[config.mk]
export PLATFORM = sky130hd
export DESIGN_NAME = sync_load_updown_counter_flat
export DESIGN_NICKNAME = d
export VERILOG_FILES = /design/src/rtl/sync_load_updown_counter_if.sv /design/src/rtl/sync_load_updown_counter.sv /design/src/flat_wrapper.sv
export SDC_FILE = /design/constraint.sdc
export NUM_CORES = 1
export LEC_CHECK = 0
export CAP_MARGIN = 10
export CORE_AREA = 2 2 39 41
export CTS_CLUSTER_DIAMETER = 30
export DETAILED_ROUTE_END_ITERATION = 10
export DIE_AREA = 0 0 41 43
export PLACE_DENSITY = 0.59
export REMOVE_ABC_BUFFERS = 1
export SYNTH_ARGS = -nofsm -noshare
export SYNTH_HDL_FRONTEND = slang
export SYNTH_SLANG_ARGS = --single-unit
[constraint.sdc]
create_clock -name clk -period 1.36 [get_ports clk]
set_clock_uncertainty 0.05 [all_clocks]
set_input_delay 0.136 -clock clk [delete_from_list [all_inputs] [get_ports clk]]
set_output_delay 0.136 -clock clk [all_outputs]
set_load 0.05 [all_outputs]
[src/rtl/sync_load_updown_counter_if.sv]
`default_nettype none
// ============================================================================
//  Module      : sync_load_updown_counter_if
//  Description : Bus bundle for sync_load_updown_counter.
//                Carries the load/direction controls and the load data
//                towards the counter, and the count/zero/wrap status back.
//  Revision    : 1.0  initial release
// ----------------------------------------------------------------------------
//  Signals (WIDTH = counter width in bits)
//    load    1      synchronous parallel-load request, active-high
//    updown  1      direction: 1 = count up, 0 = count down
//    d_in    WIDTH  value loaded when load = 1
//    count   WIDTH  current counter value (registered)
//    zero    1      high when count == 0
//    wrap    1      one-cycle pulse after a wrapping (or saturated) step
//  Modports
//    master  drives controls, observes status (the counter's user)
//    slave   observes controls, drives status (the counter itself)
// ============================================================================
interface sync_load_updown_counter_if #(
  parameter int WIDTH = 4
) ();

  logic             load;
  logic             updown;
  logic [WIDTH-1:0] d_in;
  logic [WIDTH-1:0] count;
  logic             zero;
  logic             wrap;

  modport master (
    output load,
    output updown,
    output d_in,
    input  count,
    input  zero,
    input  wrap
  );

  modport slave (
    input  load,
    input  updown,
    input  d_in,
    output count,
    output zero,
    output wrap
  );

endinterface : sync_load_updown_counter_if
`default_nettype wire

[src/rtl/sync_load_updown_counter.sv]
`default_nettype none
// ============================================================================
//  Module      : sync_load_updown_counter
//  Description : Loadable, free-running binary up/down counter.
//                Steps once per rising clock edge in the direction given by
//                updown, or takes d_in when load is high (load wins).
//                zero decodes the count register; wrap is a registered
//                one-cycle pulse following a step that crossed the
//                all-ones / zero boundary.
//  Revision    : 1.0  initial release
// ----------------------------------------------------------------------------
//  Parameters
//    WIDTH      counter and load-data width, legal range 2..32 (default 4)
//    RESET_VAL  value of count during reset, truncated to WIDTH (default 0)
//  Build option
//    SYNC_LOAD_UPDOWN_COUNTER_SATURATE_EN
//      undefined : modular wrap-around, wrap flags the wrap event
//      defined   : the counter saturates at all-ones / zero and wrap flags
//                  a step that was blocked by saturation
//  Ports
//    clk   in   rising-edge clock
//    rst   in   asynchronous active-low reset (rst = 0 resets)
//    bus   slave modport of sync_load_updown_counter_if:
//            load, updown, d_in in; count, zero, wrap out
// ============================================================================
module sync_load_updown_counter #(
  parameter int          WIDTH     = 4,
  parameter int unsigned RESET_VAL = 0
) (
  input  wire logic                 clk,
  input  wire logic                 rst,
  sync_load_updown_counter_if.slave bus
);

  // --------------------------------------------------------------------------
  // Constants
  // --------------------------------------------------------------------------
  localparam logic [WIDTH-1:0] c_reset_val = RESET_VAL[WIDTH-1:0];
  localparam logic [WIDTH-1:0] c_all_ones  = {WIDTH{1'b1}};
  localparam logic [WIDTH-1:0] c_all_zero  = {WIDTH{1'b0}};
  localparam logic [WIDTH-1:0] c_one       = {{(WIDTH-1){1'b0}}, 1'b1};

  // --------------------------------------------------------------------------
  // State and next-state
  // --------------------------------------------------------------------------
  logic [WIDTH-1:0] r_count;
  logic             r_wrap;

  logic [WIDTH-1:0] w_count_next;
  logic             w_wrap_next;
  logic             w_at_max;
  logic             w_at_min;
  logic             w_at_limit;

  // Boundary detection. Only the boundary lying in the current direction
  // matters: counting up from zero or down from all-ones is an ordinary step.
  assign w_at_max   = (r_count == c_all_ones);
  assign w_at_min   = (r_count == c_all_zero);
  assign w_at_limit = bus.updown ? w_at_max : w_at_min;

  always_comb begin
    w_count_next = r_count;
    w_wrap_next  = 1'b0;

`ifdef SYNC_LOAD_UPDOWN_COUNTER_SATURATE_EN
    // Saturating build: a step that would cross the boundary is suppressed
    // and the suppression is reported on wrap in the following cycle.
    if (w_at_limit) begin
      w_count_next = r_count;
    end else if (bus.updown) begin
      w_count_next = r_count + c_one;
    end else begin
      w_count_next = r_count - c_one;
    end
    w_wrap_next = w_at_limit;
`else
    // Modular build: the adder naturally rolls over modulo 2^WIDTH; the
    // boundary flag computed from the pre-step value marks the rollover.
    if (bus.updown) begin
      w_count_next = r_count + c_one;
    end else begin
      w_count_next = r_count - c_one;
    end
    w_wrap_next = w_at_limit;
`endif

    // Load has priority over counting and always clears wrap, even when the
    // loaded value equals the current count.
    if (bus.load) begin
      w_count_next = bus.d_in;
      w_wrap_next  = 1'b0;
    end
  end

  // --------------------------------------------------------------------------
  // Registers. Reset assertion is asynchronous; release takes effect on the
  // first rising edge that sees rst high.
  // --------------------------------------------------------------------------
  always_ff @(posedge clk or negedge rst) begin
    if (!rst) begin
      r_count <= c_reset_val;
      r_wrap  <= 1'b0;
    end else begin
      r_count <= w_count_next;
      r_wrap  <= w_wrap_next;
    end
  end

  // --------------------------------------------------------------------------
  // Outputs. zero decodes the register only, so it never glitches on inputs.
  // --------------------------------------------------------------------------
  assign bus.count = r_count;
  assign bus.zero  = w_at_min;
  assign bus.wrap  = r_wrap;

endmodule : sync_load_updown_counter
`default_nettype wire

[src/flat_wrapper.sv]
// flat-port wrapper written by rule: the top's interface ports become plain ports
module sync_load_updown_counter_flat 
#(
  parameter int          WIDTH     = 4,
  parameter int unsigned RESET_VAL = 0
)
  (clk, rst, bus_load, bus_updown, bus_d_in, bus_count, bus_zero, bus_wrap);
  sync_load_updown_counter_if #(.WIDTH(WIDTH)) bus_i ();
  input  wire logic clk;
  input  wire logic rst;
  input wire logic [$bits(bus_i.load)-1:0] bus_load;
  input wire logic [$bits(bus_i.updown)-1:0] bus_updown;
  input wire logic [$bits(bus_i.d_in)-1:0] bus_d_in;
  output wire logic [$bits(bus_i.count)-1:0] bus_count;
  output wire logic [$bits(bus_i.zero)-1:0] bus_zero;
  output wire logic [$bits(bus_i.wrap)-1:0] bus_wrap;
  assign bus_i.load = bus_load;
  assign bus_i.updown = bus_updown;
  assign bus_i.d_in = bus_d_in;
  assign bus_count = bus_i.count;
  assign bus_zero = bus_i.zero;
  assign bus_wrap = bus_i.wrap;
  sync_load_updown_counter #(.WIDTH(WIDTH), .RESET_VAL(RESET_VAL)) u_core (.clk(clk), .rst(rst), .bus(bus_i));
endmodule
==> results of run 1 <==
## logic make-up after synthesis
group,Yosys count
compound gates,6
xor+xnor,2
fa+ha+maj,3
buf+inv,2
flops,5
mux,1
simple gates,9
## synth_stat cells (all sizes together)
cell type | n | area share [%]
xor2 | 1 | 2.9
a311oi | 1 | 4.9
nand2 | 3 | 3.7
mux2 | 1 | 3.7
nor4 | 1 | 4.1
a211oi | 1 | 2.5
fa | 1 | 6.6
inv | 1 | 1.2
nor2b | 2 | 4.1
nand3 | 2 | 3.3
nor2 | 1 | 1.2
ha | 2 | 8.2
a21oi | 1 | 1.6
a2bb2oi | 1 | 2.9
dfrtp | 5 | 41
xnor2 | 1 | 2.9
o21ai | 2 | 3.3
buf | 1 | 1.6
## flip-flops by register name (all words and copies together) (netlist names)
signal / count
u_core.bus.count: 4
u_core.bus.wrap: 1
## final cells by class
type | count | area (µm²)
fill | 122 | 662
timing repair buffer | 28 | 313
multi-input combinational | 21 | 231
sequential | 5 | 128
clock buffer | 4 | 26.3
tap | 16 | 20.0
inverter | 1 | 3.75
## worst min-delay path by stage
stage / from / end
3_5_place_dp: rst / u_core.bus.count[0]$_DFF_PN0_
5_1_grt: rst / u_core.bus.wrap$_DFF_PN0_
4_1_cts: rst / u_core.bus.wrap$_DFF_PN0_
6_report: rst / u_core.bus.wrap$_DFF_PN0_
3_3_place_gp: rst / u_core.bus.count[0]$_DFF_PN0_
2_1_floorplan: rst / u_core.bus.count[0]$_DFF_PN0_
## stage by stage
step	cell area [µm²]	utilization, %	setup WS [ns]
after global routing	722	52.2	-0.115
after detailed placement	577	41.7	-0.374
after floorplan	299	-	-0.699
final	722	52.2	-0.0549
after global placement	577	41.7	-0.328
after CTS	699	50.5	-0.0854
## worst max-delay path: cells and delay by family (launching register included)
kind / cells / cell delay (ns)
DFF: 1 / 0.40
buffers and inverters: 2 / 0.26
AOI/OAI and AO/OA: 2 / 0.31
adders and majority gates: 1 / 0.29
## metal layers
metal	track usage, %	part of all wire (%)	wire [µm]	up-vias
met5	0	0	0	-
met4	6.00	0	0	0
met3	3.14	5.2	47	0
met2	24.1	59	537	12
met1	12.1	35	318	163
li1	-	-	-	163
## repair_timing
item	4_1_cts	5_1_grt
pin swaps	3	3
buffers inserted	6	0
setup endpoints to repair	3	4
gates resized for setup	12	4
## report_power, final
group	leakage, nW	switching [mW]	total [mW]	internal, mW
combinational	0.237	0.271	0.603	0.332
sequential	0.0586	0.0448	0.223	0.178
clock	0.0150	0.0567	0.167	0.111
==> results.txt, run 1 <==
status = finished, violations left
failing checks = setup timing
critical path data arrival time = 1.50 ns
Placed Cells = 65
nets = 71
synth warn = 0
clock sinks = 5
worst endpoint required time = 1.44 ns
All-Layer GR Usage = 13.0%
Max Root-Sink Buffers = 2
post-route ant nets = 0
clk_lat worst skew = 0.24 ns
drc violations = 0
Antenna Cells = 0
Final min period = 1.41 ns
Die Ht = 43 µm
main combinational cell family by area after synthesis = simple AND/OR/NAND/NOR gates
adder-cell share of the synthesized area = 14.8%
Crit Path Class = reg -> reg
via/cell ratio = 4.51
Clock Tree Root = clkbuf_4
register area share after synthesis = 41.2%
Max Cap Violations = 0
chip width = 41 µm
R2R Path Start = u_core.bus.count[2]$_DFF_PN0_
CTS H-Tree Depth = 1
setup TNS = -0.0969 ns
mux cell area share after synthesis = 3.70%
Synth cell types = 19
total chip power = 993 µW
Post-Route WL = 904 µm
core region area = 1380 µm²
Slew Limit Fails = 0
total CTS buffers = 3
Final Hold Fails = 0
CP Capture Type = flip-flop
Peak Freq = 0.707 GHz
Hold Crit Class = in -> async
Tightest Pin Transition = 0.287 ns
largest stage delay on the critical path = 0.40 ns
critical path, cell by cell = buf_6 > ha_4 > a21oi_4 > buf_4 > a311oi_2
P&R area growth vs syn = 137%
Power Dens Cells = 1380 nW/µm²
total gr overflow = 0
DR WL/cell = 12.1 µm
commonest cells after routing, fill and taps aside = buf_4, clkdlybuf4s50_1, buf_12
Post-Syn Instances = 28
via count = 338
Slowest cell on crit path = dfrtp_1
vias in the first global route = 360
Syn Area/Cell = 10.9 µm²
most common cell after layout, fill and taps aside = buf_4
first-pass GRT wire length = 1.46 mm
flop-to-flop setup slack = -0.05 ns
simple-gate share of the synthesized area = 16.5%
CTS tree = done
Worst VDD drop = 0.000712 V
initial antenna violation count = 0
die area = 1760 µm²
worst setup path startpoint = u_core.bus.count[2]$_DFF_PN0_
DRT iter0 DRCs = 5
Compound-Gate Fraction of Synth Area = 15.2%
Post-Synth XOR/XNOR Area = 5.76%
RSZ-0062 raised after global routing = true
Pleak = 0.311 nW
CTS clk-pin slew, worst paths = 0.04 ns
RePlAce Congestion = 0.738
port buffer count = 13
worst r2r dst = u_core.bus.count[3]$_DFF_PN0_
starting density of the core = 22.0%
Worst Setup EP = u_core.bus.count[3]$_DFF_PN0_
dpl hpwl = 583 µm
Final WS setup = -0.0549 ns
hold buffers post-CTS = 0
DR pass1 iterations = 3
Final Cycle Share = 104%
WHS = 0.0664 ns
final setup fails = 2
cells on worst reg2reg path = 5
Worst Path Max Fanout = 3
slew margin rel. = 80.7%
Worst setup SP type = flip-flop
#FFs+latches synth = 5
I/O pin cnt = 14
synthesized area = 304 µm²
largest net degree at the start of global routing = 7
Finished Layout Cells = 75
FP Rows = 14
share of cells above drive strength 1 = 59.3%
Power figures use the tool's default switching activity.
==> run 2: changes to the inputs <==
--- a/config.mk
+++ b/config.mk
@@ -7,6 +7,7 @@
 export LEC_CHECK = 0
 export CAP_MARGIN = 10
 export CORE_AREA = 2 2 39 41
+export CTS_BUF_LIST = sky130_fd_sc_hd__clkbuf_16
 export CTS_CLUSTER_DIAMETER = 30
 export DETAILED_ROUTE_END_ITERATION = 10
 export DIE_AREA = 0 0 41 43
==> run 2 against run 1 <==
  * The flow still finishes with violations (setup timing)
  * Combinational power shrank 17%
  * Sequential power grew 2%
  * Clock power grew to 2.8 times the previous value
  * Worst hold slack gained 0.015 ns
  * Sequential share of layout area grew 0.41 points
  * Non-clock buffer count shrank 4
==> results.txt, run 2 (synthesis gave the netlist of run 1 again) <==
status = finished, violations left
failing checks = setup timing
nets = 67 (-5.6%)
dpl hpwl = 583 µm (unchanged)
CTS tree = done
Final Cycle Share = 102% (-1.6 points)
flop-to-flop setup slack = -0.01 ns (+0.04 ns)
worst endpoint required time = 1.17 ns (-0.27 ns)
CTS H-Tree Depth = 1 (unchanged)
via count = 315 (-6.8%)
slew margin rel. = 80.3% (-0.42 points)
Worst Path Max Fanout = 4 (+1)
Largest register FFs = 4 (unchanged)
Die Ht = 43 µm (unchanged)
Crit Path Class = reg -> out
total gr overflow = 0 (unchanged)
port buffer count = 13 (unchanged)
P&R area growth vs syn = 132%
share of cells above drive strength 1 = 52.7% (-6.6 points)
starting density of the core = 22.0% (unchanged)
via/cell ratio = 4.44 (-1.6%)
RSZ-0062 raised after global routing = true
Post-DP Area = 577 µm² (unchanged)
drc violations = 0 (unchanged)
Worst VDD drop = 0.000768 V (+7.8%)
die area = 1760 µm² (unchanged)
total CTS buffers = 3 (unchanged)
chip width = 41 µm (unchanged)
Clock Tree Root = clkbuf_16
Final WS setup = -0.0329 ns (+0.0219 ns)
DR WL/cell = 12.1 µm (+0.26%)
critical path data arrival time = 1.21 ns (-0.29 ns)
Max Root-Sink Buffers = 2 (unchanged)
Final Hold Fails = 0 (unchanged)
post-route ant nets = 0 (unchanged)
final setup fails = 2 (unchanged)
largest net degree at the start of global routing = 7 (unchanged)
commonest cells after routing, fill and taps aside = buf_4, clkdlybuf4s50_1, buf_12
Pleak = 0.306 nW (-1.7%)
clock sinks = 5 (unchanged)
setup TNS = -0.0407 ns (+0.0562 ns)
Hold Crit Class = in -> async
FP Rows = 14 (unchanged)
Power Dens Cells = 1710 nW/µm² (+24%)
I/O pin cnt = 14 (unchanged)
CP Capture Type = primary output
DRT iter0 DRCs = 4 (-1)
Final min period = 1.39 ns (-0.0219 ns)
Max Cap Violations = 0 (unchanged)
All-Layer GR Usage = 12.8% (-0.19 points)
clk_lat worst skew = 0.22 ns (-0.02 ns)
Peak Freq = 0.718 GHz (+1.6%)
post-route cell area = 706 µm² (-2.3%)
initial antenna violation count = 0 (unchanged)
Tightest Pin Transition = 0.293 ns (+0.00623 ns)
core region area = 1380 µm² (unchanged)
Final Util = 51.0% (-1.2 points)
Filler cells = 120 (-1.6%)
Post-Route WL = 858 µm (-5.1%)
CTS clk-pin slew, worst paths = 0.03 ns (about the same)
Worst setup SP type = flip-flop
vias in the first global route = 340 (-5.6%)
DR pass1 iterations = 3 (unchanged)
Slew Limit Fails = 0 (unchanged)
Antenna Cells = 0 (unchanged)
RePlAce Congestion = 0.738 (unchanged)
most common cell after layout, fill and taps aside = buf_4
first-pass GRT wire length = 1.50 mm (+2.4%)
==> run 2: changes by cell type in the layout (fill, tap and decap cells not counted), sizes merged <==
cell / previous run / this run
buf: 21 / 17
clkbuf: 4 / 3
inv: 1 / 2
==> run 2: layer usage <==
metal  part of all wire [%]  GRT usage (%)
met1                     40           14.8
met2                     54           20.9
met3                    5.0           3.14
met4                      0           6.00
met5                      0              0
==> run 2: through the flow <==
| step | hold WS (ns) | power [mW] | setup slack [ns] | cells |
|---|---|---|---|---|
| 2_1_floorplan | -0.210 | 0.416 | -0.699 | 27 |
| 3_3_place_gp | 0.320 | 0.669 | -0.328 | 65 |
| 3_5_place_dp | 0.321 | 0.675 | -0.374 | 65 |
| 4_1_cts | 0.0877 | 1.20 | -0.0397 | 71 |
| 5_1_grt | 0.0987 | 1.26 | -0.0888 | 71 |
| 6_report | 0.0818 | 1.20 | -0.0329 | 71 |
==> run 2: timing repair <==
action                                  4_1_cts  5_1_grt
hold buffers                                  0        0
endpoints found under the setup margin        4        3
resized for setup                             8        1
pin swaps                                     1        0
buffers inserted                              2        0
==> run 2: where the power goes <==
group	internal, mW	switching (mW)
Combinational	0.271	0.232
Sequential	0.178	0.0496
Clock	0.380	0.0924
==> run 2: final cells by class <==
| cell class | count | area [µm²] | share of cell area, % |
|---|---|---|---|
| Tap cell | 16 | 20.0 | 2.84 |
| Clock buffer | 3 | 75.1 | 10.6 |
| Timing Repair Buffer | 24 | 272 | 38.5 |
| Clock inverter | 1 | 3.75 | 0.532 |
| Sequential cell | 5 | 128 | 18.1 |
| Inverter | 1 | 3.75 | 0.532 |
| Multi-Input combinational cell | 21 | 204 | 28.9 |
==> run 2: critical path, stage by stage (launching register included) <==
cell     delay (ns)
dfrtp_2        0.44
nor4_4         0.36
buf_12         0.18
==> run 2: path summary, 6_finish.rpt <==
check                                               from                       endpoint  cells past startpoint
max in group asynchronous                            rst  u_core.bus.count[1]$_DFF_PN0_                      1
max                        u_core.bus.count[0]$_DFF_PN0_                       bus_zero                      2
min                                                  rst  u_core.bus.count[3]$_DFF_PN0_                      1
min reg2reg                u_core.bus.count[0]$_DFF_PN0_      u_core.bus.wrap$_DFF_PN0_                      3
max reg2reg                u_core.bus.count[1]$_DFF_PN0_  u_core.bus.count[1]$_DFF_PN0_                      2
min in group clk                             bus_d_in[2]  u_core.bus.count[2]$_DFF_PN0_                      3
==> patch: new RTL, config.mk and constraints of run 2 <==
Build with the macro `SYNC_LOAD_UPDOWN_COUNTER_SATURATE_EN` defined.
--- a/src/rtl/sync_load_updown_counter.sv
+++ b/src/rtl/sync_load_updown_counter.sv
@@ -23,6 +23,8 @@
 //    bus   slave modport of sync_load_updown_counter_if:
 //            load, updown, d_in in; count, zero, wrap out
 // ============================================================================
+`define SYNC_LOAD_UPDOWN_COUNTER_SATURATE_EN
+
 module sync_load_updown_counter #(
   parameter int          WIDTH     = 4,
   parameter int unsigned RESET_VAL = 0
Behaviour: not the same (Yosys sat finds a counterexample within 4 cycles, from zero or initial values and one cycle with rst low).
==> patch against run 2 <==
- the flow still finishes with violations (negative setup slack)
- count of clock-buffer cells in the layout did not move
- total power grew 11%
- design area increased by 8.0%
- die area did not move
- sequential share of layout area shrank 1.5 points
- setup slack worse by 0.17 ns
- sequential power shrank 6%
- wire length rose by 19%
- combinational power increased by 29%
- sequential cell count stayed put
- global-route usage rose by 2.7 points
- synthesized area rose by 13%
- critical path type is now reg2reg
==> patch: results (changes against run 2) <==
| Step | Metric | Value | Delta |
|:---|:---|:---|:---|
| route | Violation count after the first detailed-routing iteration | 1 | -3 |
| power and ir drop | Static Leakage | 0.349 nW | +14% |
| synthesis | Count of distinct cell types in the synthesized netlist | 20 | +1 |
| power and ir drop | Switching Power | 433 uW | +16% |
| sta | Total Negative Setup Slacks | -0.563 ns | -0.522 ns |
| power and ir drop | Power in combinational cells | 647 uW | +29% |
| synthesis | Post-synthesis mux area share | 0% | -3.7 points |
| synthesis | Post-synthesis xor/xnor area fraction | 7.66% | +1.9 points |
| grt | GR Layer Usage met2 | 21.9% | +0.94 points |
| route | Met1 wire length | 419 um | +21% |
| synthesis | Adder-Cell Fraction of Synth Area | 13.1% | -1.7 points |
| power and ir drop | IR drop worst, VDD | 1.10 mV | +43% |
| run status | Failing checks | negative setup slack |  |
| synthesis | Post-synthesis sequential area ratio | 36.5% | -4.7 points |
| sta | Min setup slack post-route | -0.199 ns | -0.166 ns |
| route | Met3 wirelength from detailed routing | 32 um | -26% |
| critical path | Highest fanout seen on the critical path | 2 | -2 |
| synthesis | Compound-gate portion of the synthesized area | 18.6% | +3.4 points |
| grt | Number of global-route vias before repair | 377 | +11% |
| critical path | Max stage delay cell, worst path | sky130_fd_sc_hd__dfrtp_1 |  |
| critical path | Worst setup path start | u_core.bus.count[1] |  |
| route | Detailed route wirelength on metal2 | 548 um | +17% |
| sta | Worst Tran Pin Value | 0.238 ns | -0.0558 ns |
| critical path | Worst R2R Path Depth | 5 | +3 |
| sta | Final hold slack | 0.0863 ns | +0.00458 ns |
| critical path | Path type of the worst setup path | reg2reg |  |
| route | Average wire length per cell after detail routing | 13.0 um | +7.4% |
| placed design | Pre-CTS setup slack | -0.484 ns | -0.110 ns |
| grt | Grt met3 use | 4.71% | +1.6 points |
| clock network | Number of post-CTS setup repair buffers | 3 | +1 |
| grt | Met1 Use GR | 18.8% | +4.0 points |
| grt | Overall Global Routing Usage | 15.6% | +2.7 points |
| run status | Run status | finished with violations |  |
| synthesis | List of most frequent post-synthesis cells | 5 x sky130_fd_sc_hd__dfrtp_1, 4 x sky130_fd_sc_hd__a21oi_1, 3 x sky130_fd_sc_hd__nand2_1 |  |
| sta | Final Setup Violations | 4 | +2 |
-- patch: worst max-delay path: cells and delay by family (launching register included) --
kind	cells	cell delay, ns
compound gates	3	0.62
flops	1	0.40
fa+ha+maj	1	0.29
xor+xnor	1	0.08
-- patch: cell families after synthesis --
logic type / count (synthesis)
AO/OA/AOI/OAI: 10
XOR/XNOR: 3
adder cells (fa/ha/maj): 3
buffers and inverters: 2
flip-flops: 5
AND/OR/NAND/NOR: 10
-- patch: through the flow --
stage,power (mW),instances
finish,1.34,79
global route,1.40,79
CTS,1.33,79
detailed placement,0.783,72
global placement,0.777,72
floorplan,0.482,32
-- patch: cell type report --
| cell class | count | area (sq um) |
|---|---|---|
| clock inverters | 1 | 3.75 |
| multi-input cells | 26 | 235 |
| repair buffers | 27 | 298 |
| clock buffers | 3 | 75.1 |
| inverters | 1 | 3.75 |
| fillers | 120 | 622 |
| flip-flops and latches | 5 | 126 |
| well taps | 16 | 20.0 |
